--- src/rtl/instr_loader.sv ---
// Serial program loader: receives a little-endian 16-bit word count followed by
// 4 bytes per word over a valid/ready byte stream, writes each assembled word to
// instruction memory, and holds the downstream core in reset until the load is done.
// Optional trailing checksum byte: define INSTR_LOADER_CHECKSUM_EN.
module instr_loader #(
   parameter int DEPTH  = 256,
   parameter int ADDR_W = $clog2(DEPTH)
) (
   input  logic              clk,
   input  logic              rst,
   input  logic              start,
   input  logic [7:0]        byte_in,
   input  logic              byte_valid,
   output logic              byte_ready,
   output logic [31:0]       dataIN,
   output logic [ADDR_W-1:0] addr,
   output logic              en,
   output logic              RW,
   output logic              core_rst,
   output logic              done,
   output logic              err
);

   typedef enum logic [2:0] {
      IDLE,
      HDR0,
      HDR1,
      BYTES,
      WRITE,
`ifdef INSTR_LOADER_CHECKSUM_EN
      CHECK,
`endif
      DONE,
      ERR
   } state_t;

   localparam logic [16:0]       DEPTH_L   = 17'(DEPTH);
   localparam logic [ADDR_W-1:0] LAST_ADDR = ADDR_W'(DEPTH - 1);

   state_t      state_q, state_d;
   logic [15:0] nwords;
   logic [15:0] wcnt;
   logic [1:0]  bcnt;
   logic        accept;
   logic [16:0] hdr_n;
   logic        restart;
`ifdef INSTR_LOADER_CHECKSUM_EN
   logic [7:0]  sum;
`endif

   assign accept  = byte_valid & byte_ready;
   assign hdr_n   = {1'b0, byte_in, nwords[7:0]};
   assign restart = start & (state_q == IDLE || state_q == DONE || state_q == ERR);

   // Next-state decode; the state after the last word depends on checksum mode.
   always_comb begin
      state_d = state_q;
      unique case (state_q)
         IDLE, DONE, ERR: if (start) state_d = HDR0;
         HDR0:            if (accept) state_d = HDR1;
         HDR1: begin
            if (accept) begin
               if (hdr_n == 17'd0) begin
`ifdef INSTR_LOADER_CHECKSUM_EN
                  state_d = CHECK;
`else
                  state_d = DONE;
`endif
               end else if (hdr_n > DEPTH_L) begin
                  state_d = ERR;
               end else begin
                  state_d = BYTES;
               end
            end
         end
         BYTES:           if (accept && bcnt == 2'd3) state_d = WRITE;
         WRITE: begin
            if (wcnt + 16'd1 == nwords) begin
`ifdef INSTR_LOADER_CHECKSUM_EN
               state_d = CHECK;
`else
               state_d = DONE;
`endif
            end else begin
               state_d = BYTES;
            end
         end
`ifdef INSTR_LOADER_CHECKSUM_EN
         CHECK:           if (accept) state_d = (byte_in == sum) ? DONE : ERR;
`endif
         default:         state_d = IDLE;
      endcase
   end

   // State, datapath and registered outputs (outputs decoded from the next state).
   always_ff @(posedge clk or posedge rst) begin
      if (rst) begin
         state_q    <= IDLE;
         nwords     <= '0;
         wcnt       <= '0;
         bcnt       <= '0;
         addr       <= '0;
         dataIN     <= '0;
         byte_ready <= 1'b0;
         en         <= 1'b0;
         RW         <= 1'b0;
         core_rst   <= 1'b1;
         done       <= 1'b0;
         err        <= 1'b0;
`ifdef INSTR_LOADER_CHECKSUM_EN
         sum        <= '0;
`endif
      end else begin
         state_q <= state_d;

         if (restart) begin
            addr <= '0;
            bcnt <= '0;
            wcnt <= '0;
`ifdef INSTR_LOADER_CHECKSUM_EN
            sum  <= '0;
`endif
         end

         if (state_q == HDR0 && accept) nwords[7:0]  <= byte_in;
         if (state_q == HDR1 && accept) nwords[15:8] <= byte_in;

         if (state_q == BYTES && accept) begin
            dataIN[8*bcnt +: 8] <= byte_in;
            bcnt                <= bcnt + 2'd1;
`ifdef INSTR_LOADER_CHECKSUM_EN
            sum                 <= sum + byte_in;
`endif
         end

         if (state_q == WRITE) begin
            wcnt <= wcnt + 16'd1;
            // Hold at the top address rather than wrapping after a full-depth load.
            if (addr != LAST_ADDR) addr <= addr + 1'b1;
         end

`ifdef INSTR_LOADER_CHECKSUM_EN
         byte_ready <= (state_d == HDR0) || (state_d == HDR1) || (state_d == BYTES) ||
                       (state_d == CHECK);
`else
         byte_ready <= (state_d == HDR0) || (state_d == HDR1) || (state_d == BYTES);
`endif
         en       <= (state_d == WRITE);
         RW       <= (state_d == WRITE);
         core_rst <= (state_d != DONE);
         done     <= (state_d == DONE);
         err      <= (state_d == ERR);
      end
   end

endmodule
--- config.mk ---
export PLATFORM = sky130hd
export DESIGN_NAME = instr_loader
export DESIGN_NICKNAME = d
export VERILOG_FILES = /design/src/rtl/instr_loader.sv
export SDC_FILE = /design/constraint.sdc
export NUM_CORES = 1
export LEC_CHECK = 0
export ABC_CLOCK_PERIOD_IN_PS = 3400
export BUFFER_PORTS_ARGS = -buffer_cell sky130_fd_sc_hd__buf_2
export CORE_MARGIN = 5
export CORE_UTILIZATION = 30
export CTS_CLUSTER_DIAMETER = 150
export DETAILED_ROUTE_END_ITERATION = 16
export SLEW_MARGIN = 20
export SYNTH_ARGS = -nofsm -noshare
export SYNTH_HDL_FRONTEND = slang
export SYNTH_SLANG_ARGS = --single-unit
--- constraint.sdc ---
create_clock -name clk -period 3.4 [get_ports clk]
set_input_delay 0.34 -clock clk [delete_from_list [all_inputs] [get_ports clk]]
set_output_delay 0.34 -clock clk [all_outputs]
set_load 0.1 [all_outputs]
==> reports/qor.tcl <==
set qor(die-area_sq_um) 16900
set qor(die_w_microns) 130.0
set qor(final_antenna_net_count) 0
set qor(hold_viol_final) 0
set qor(r2r.worst_path.cells) 7
set qor(run_status) {completed}
set qor(clock-sinks) 82
set qor(design.core.area_sq_um) 13990
set qor(post-route-period-util_pct) 71.69
set qor(grt_pass1_wl_microns) 17630
set qor(finalWorstPathRequiredPeriod_ns) 2.438
set qor(nNetsFinal) 523
set qor(postSynthAreaPerCell_sq_um) 9.516
set qor(skew_ns) 0.008082
set qor(floorplan.die.height_microns) 130.0
set qor(yosysMostFrequentCell) {nand2_1}
set qor(clk_transition_reported_paths_ns) 0.06
set qor(slew_headroom_pct) 35.89
set qor(start_util_pct) 30.89
set qor(ir_drop_mv) 0.4554
set qor(setup_violations) 0
set qor(intPower_mw) 2.327
set qor(syn-cell-area_sq_um) 4320
set qor(port-buffer-count) 57
set qor(final_gp_congestion) 0.8353
set qor(syn_to_final_growth_pct) 17.20
set qor(worst_ep_arrival_time_ns) 2.72
set qor(crit_path_start_kind) {register}
set qor(final_layout_size_suffix_gt1_share_pct) 22.99
set qor(floorplan.rows) 43
set qor(drt_first_iter_violations) 147
set qor(routed_wire_length_per_instance_microns) 15.21
set qor(p_seq_share_pct) 33.9
set qor(tritoncts) {done}
set qor(power.share.combinational_pct) 43.2
set qor(synth.yosys.seq_area_share_pct) 47.52
set qor(critPathMaxFanout) 7
set qor(io_pins) 58
set qor(maxClockFrequency_mhz) 410.2
set qor(synth_top_cells_by_area) {dfrtp_1 47%, nand2_1 8.3%, o21ai_0 5.4%, mux2_2 4.7%, xnor2_1 2.8%}
set qor(async_flop_share_pct) 100.0
set qor(crit_type) {reg2reg}
set qor(drc_errors) 0
set qor(antenna_found_initial) 0
set qor(post_cts_resize_count) 0
set qor(critPathRequiredTime_ns) 3.68
set qor(power_density_nw_per_um2) 846.7
set qor(timing.final.ws_setup_ns) 0.9624
set qor(max-clock-path-buffers) 2
set qor(final-max-slew-violation-count) 0
set qor(overflow) 0
set qor(number_of_antenna_diodes) 0
set qor(setup_repair_after_global_routing_missed_its_margin) {false}
set qor(post-synth-top-area-cell) {dfrtp_1}
set qor(timing.setup.tns_ns) 0
set qor(dominantRegCellSynth) {dfrtp_1}
set qor(clkPwrFrac_pct) 22.9
set qor(routed-via-count) 3508
set qor(ys_warn_count) 0
set qor(grt_max_degree) 33
set qor(clock_latency_ns) 0.34
set qor(yosys-top-cells-count) {95 x nand2_1, 81 x dfrtp_1, 47 x o21ai_0, 23 x nor2_1}
set qor(routed_wl_microns) 10480
set qor(finish.cell_count_without_fillers) 689
set qor(synthDominantCellAreaShare_pct) 46.92
set qor(min_path_cells) 3
set qor(netSwitchingPower_mw) 1.961
set qor(synthCells) 454
set qor(setup.worst_path.end_class) {register}
set qor(synth_edf_count) 0
set qor(yosysUniqueCellTypes) 58
set qor(dp_hpwl_microns) 7610
set qor(gr-usage-all-layers_pct) 13.12
set qor(placedCellCount) 672
set qor(routed_via_density) 5.091
set qor(worst_tran_pin_value_ns) 0.9581
set qor(htreeDepth) 3
set qor(switching_power_share_of_the_total_pct) 45.73
set qor(cts_buffers) 9
set qor(via_count_of_the_first_global_routing_pass) 3447
set qor(drt-pass1-iter-count) 4
set qor(dp_worst_setup_slack_ns) 0.9712
set qor(syn-num-nets) 473
set qor(root_buffer) {clkbuf_16}
set qor(power.static_leakage_nw) 2.246
set qor(cap_viol_max_count) 0
set qor(yosys_register_bits) 82
set qor(min_path_type) {in2reg}
-- sequential cells by signal, indices dropped and copies added (netlist names) --
register and count:
done 1, wcnt 16, err 1, dataIN 32, byte_ready 1, bcnt 2
RW 1, state_q 3, core_rst 1, addr 8, nwords 16
-- power groups by stage --
stage	clock network, mW	registers, mW	logic (mW)
floorplan	0	2.07	0.880
global placement	0	1.46	1.82
detailed placement	0	1.47	1.85
CTS	1.01	1.46	1.86
global route	1.04	1.49	1.99
finish	0.980	1.45	1.85
-- per-stage QoR --
stage          instance area [sq um]  hold WS (ns)  util (%)  power [mW]
3_3_place_gp                    4747        0.3128     33.94       3.277
5_1_grt                         5064        0.3417     36.20       4.520
2_1_floorplan                   4320        0.4677         -       2.947
6_report                        5064        0.3300     36.20       4.287
3_5_place_dp                    4747        0.3183     33.94       3.318
4_1_cts                         5064        0.3215     36.20       4.319
-- routing by layer --
layer  part of all wire (%)  vias to the layer above  routed length (microns)  track usage [%]
li1                       -                     1699                        -                -
met1                     44                     1694                     4660            17.07
met2                     48                       98                     5071            21.26
met3                    4.9                       17                      518            3.193
met4                    2.2                        0                      229            4.890
met5                      0                        -                        0                0
-- final timing paths --
kind	start	to	slack, ns
max in group asynchronous	rst	core_rst$_DFF_PP1_	2.12
min	byte_in[4]	dataIN[4]$_DFFE_PP0P_	0.33
min in group asynchronous	rst	dataIN[21]$_DFFE_PP0P_	0.51
max reg2reg	wcnt[0]$_DFFE_PP0P_	done$_DFF_PP0_	0.96
min reg2reg	dataIN[23]$_DFFE_PP0P_	dataIN[23]$_DFFE_PP0P_	0.47
max	wcnt[0]$_DFFE_PP0P_	done$_DFF_PP0_	0.96
-- cells by family after synthesis --
| kind of cell | share of synthesized area, % |
|---|---|
| AND/OR/NAND/NOR | 22.68 |
| flip-flops | 47.52 |
| adder cells (fa/ha/maj) | 2.027 |
| AO/OA/AOI/OAI | 13.52 |
| multiplexers | 5.444 |
| buffers and inverters | 3.620 |
| XOR/XNOR | 5.184 |
-- cell type report --
type | count | area (sq um)
Inverter | 9 | 35.03
Multi-Input combinational cell | 339 | 2111
Fill cell | 1435 | 8925
Timing Repair Buffer | 63 | 332.8
Clock inverter | 5 | 63.81
Sequential cell | 82 | 2053
Tap cell | 180 | 225.2
Clock buffer | 11 | 242.7
-- cells in the final DEF (no fill, tap or decap), types with 7 or more instances in the layout --
master | synthesis | routed
xnor2_1 | 14 | 14
nor3_1 | 7 | 7
nand3_1 | 18 | 18
nand2_1 | 95 | 95
nor2_1 | 23 | 23
mux2_2 | 18 | 18
buf_2 | 5 | 57
dfrtp_1 | 81 | 81
o21ai_0 | 47 | 47
xor2_1 | 9 | 9
a21oi_1 | 13 | 13
inv_1 | 9 | 8
ha_1 | 7 | 7
clkbuf_16 | 0 | 9
-- worst max-delay path, stage by stage, from the launching register on --
cell and delay (ns):
dfrtp_1 0.46, ha_1 0.29, and3_1 0.34, nand3_2 0.16, nor4_2 0.39, o32ai_4 0.16, nor4_4 0.42, o21a_1 0.16
-- repair_timing --
action                                 CTS  global route
hold buffers                             1             0
endpoints found under the hold margin   18             0
buffers inserted                         0             0
No activity file was read; power rests on OpenSTA's default activity.
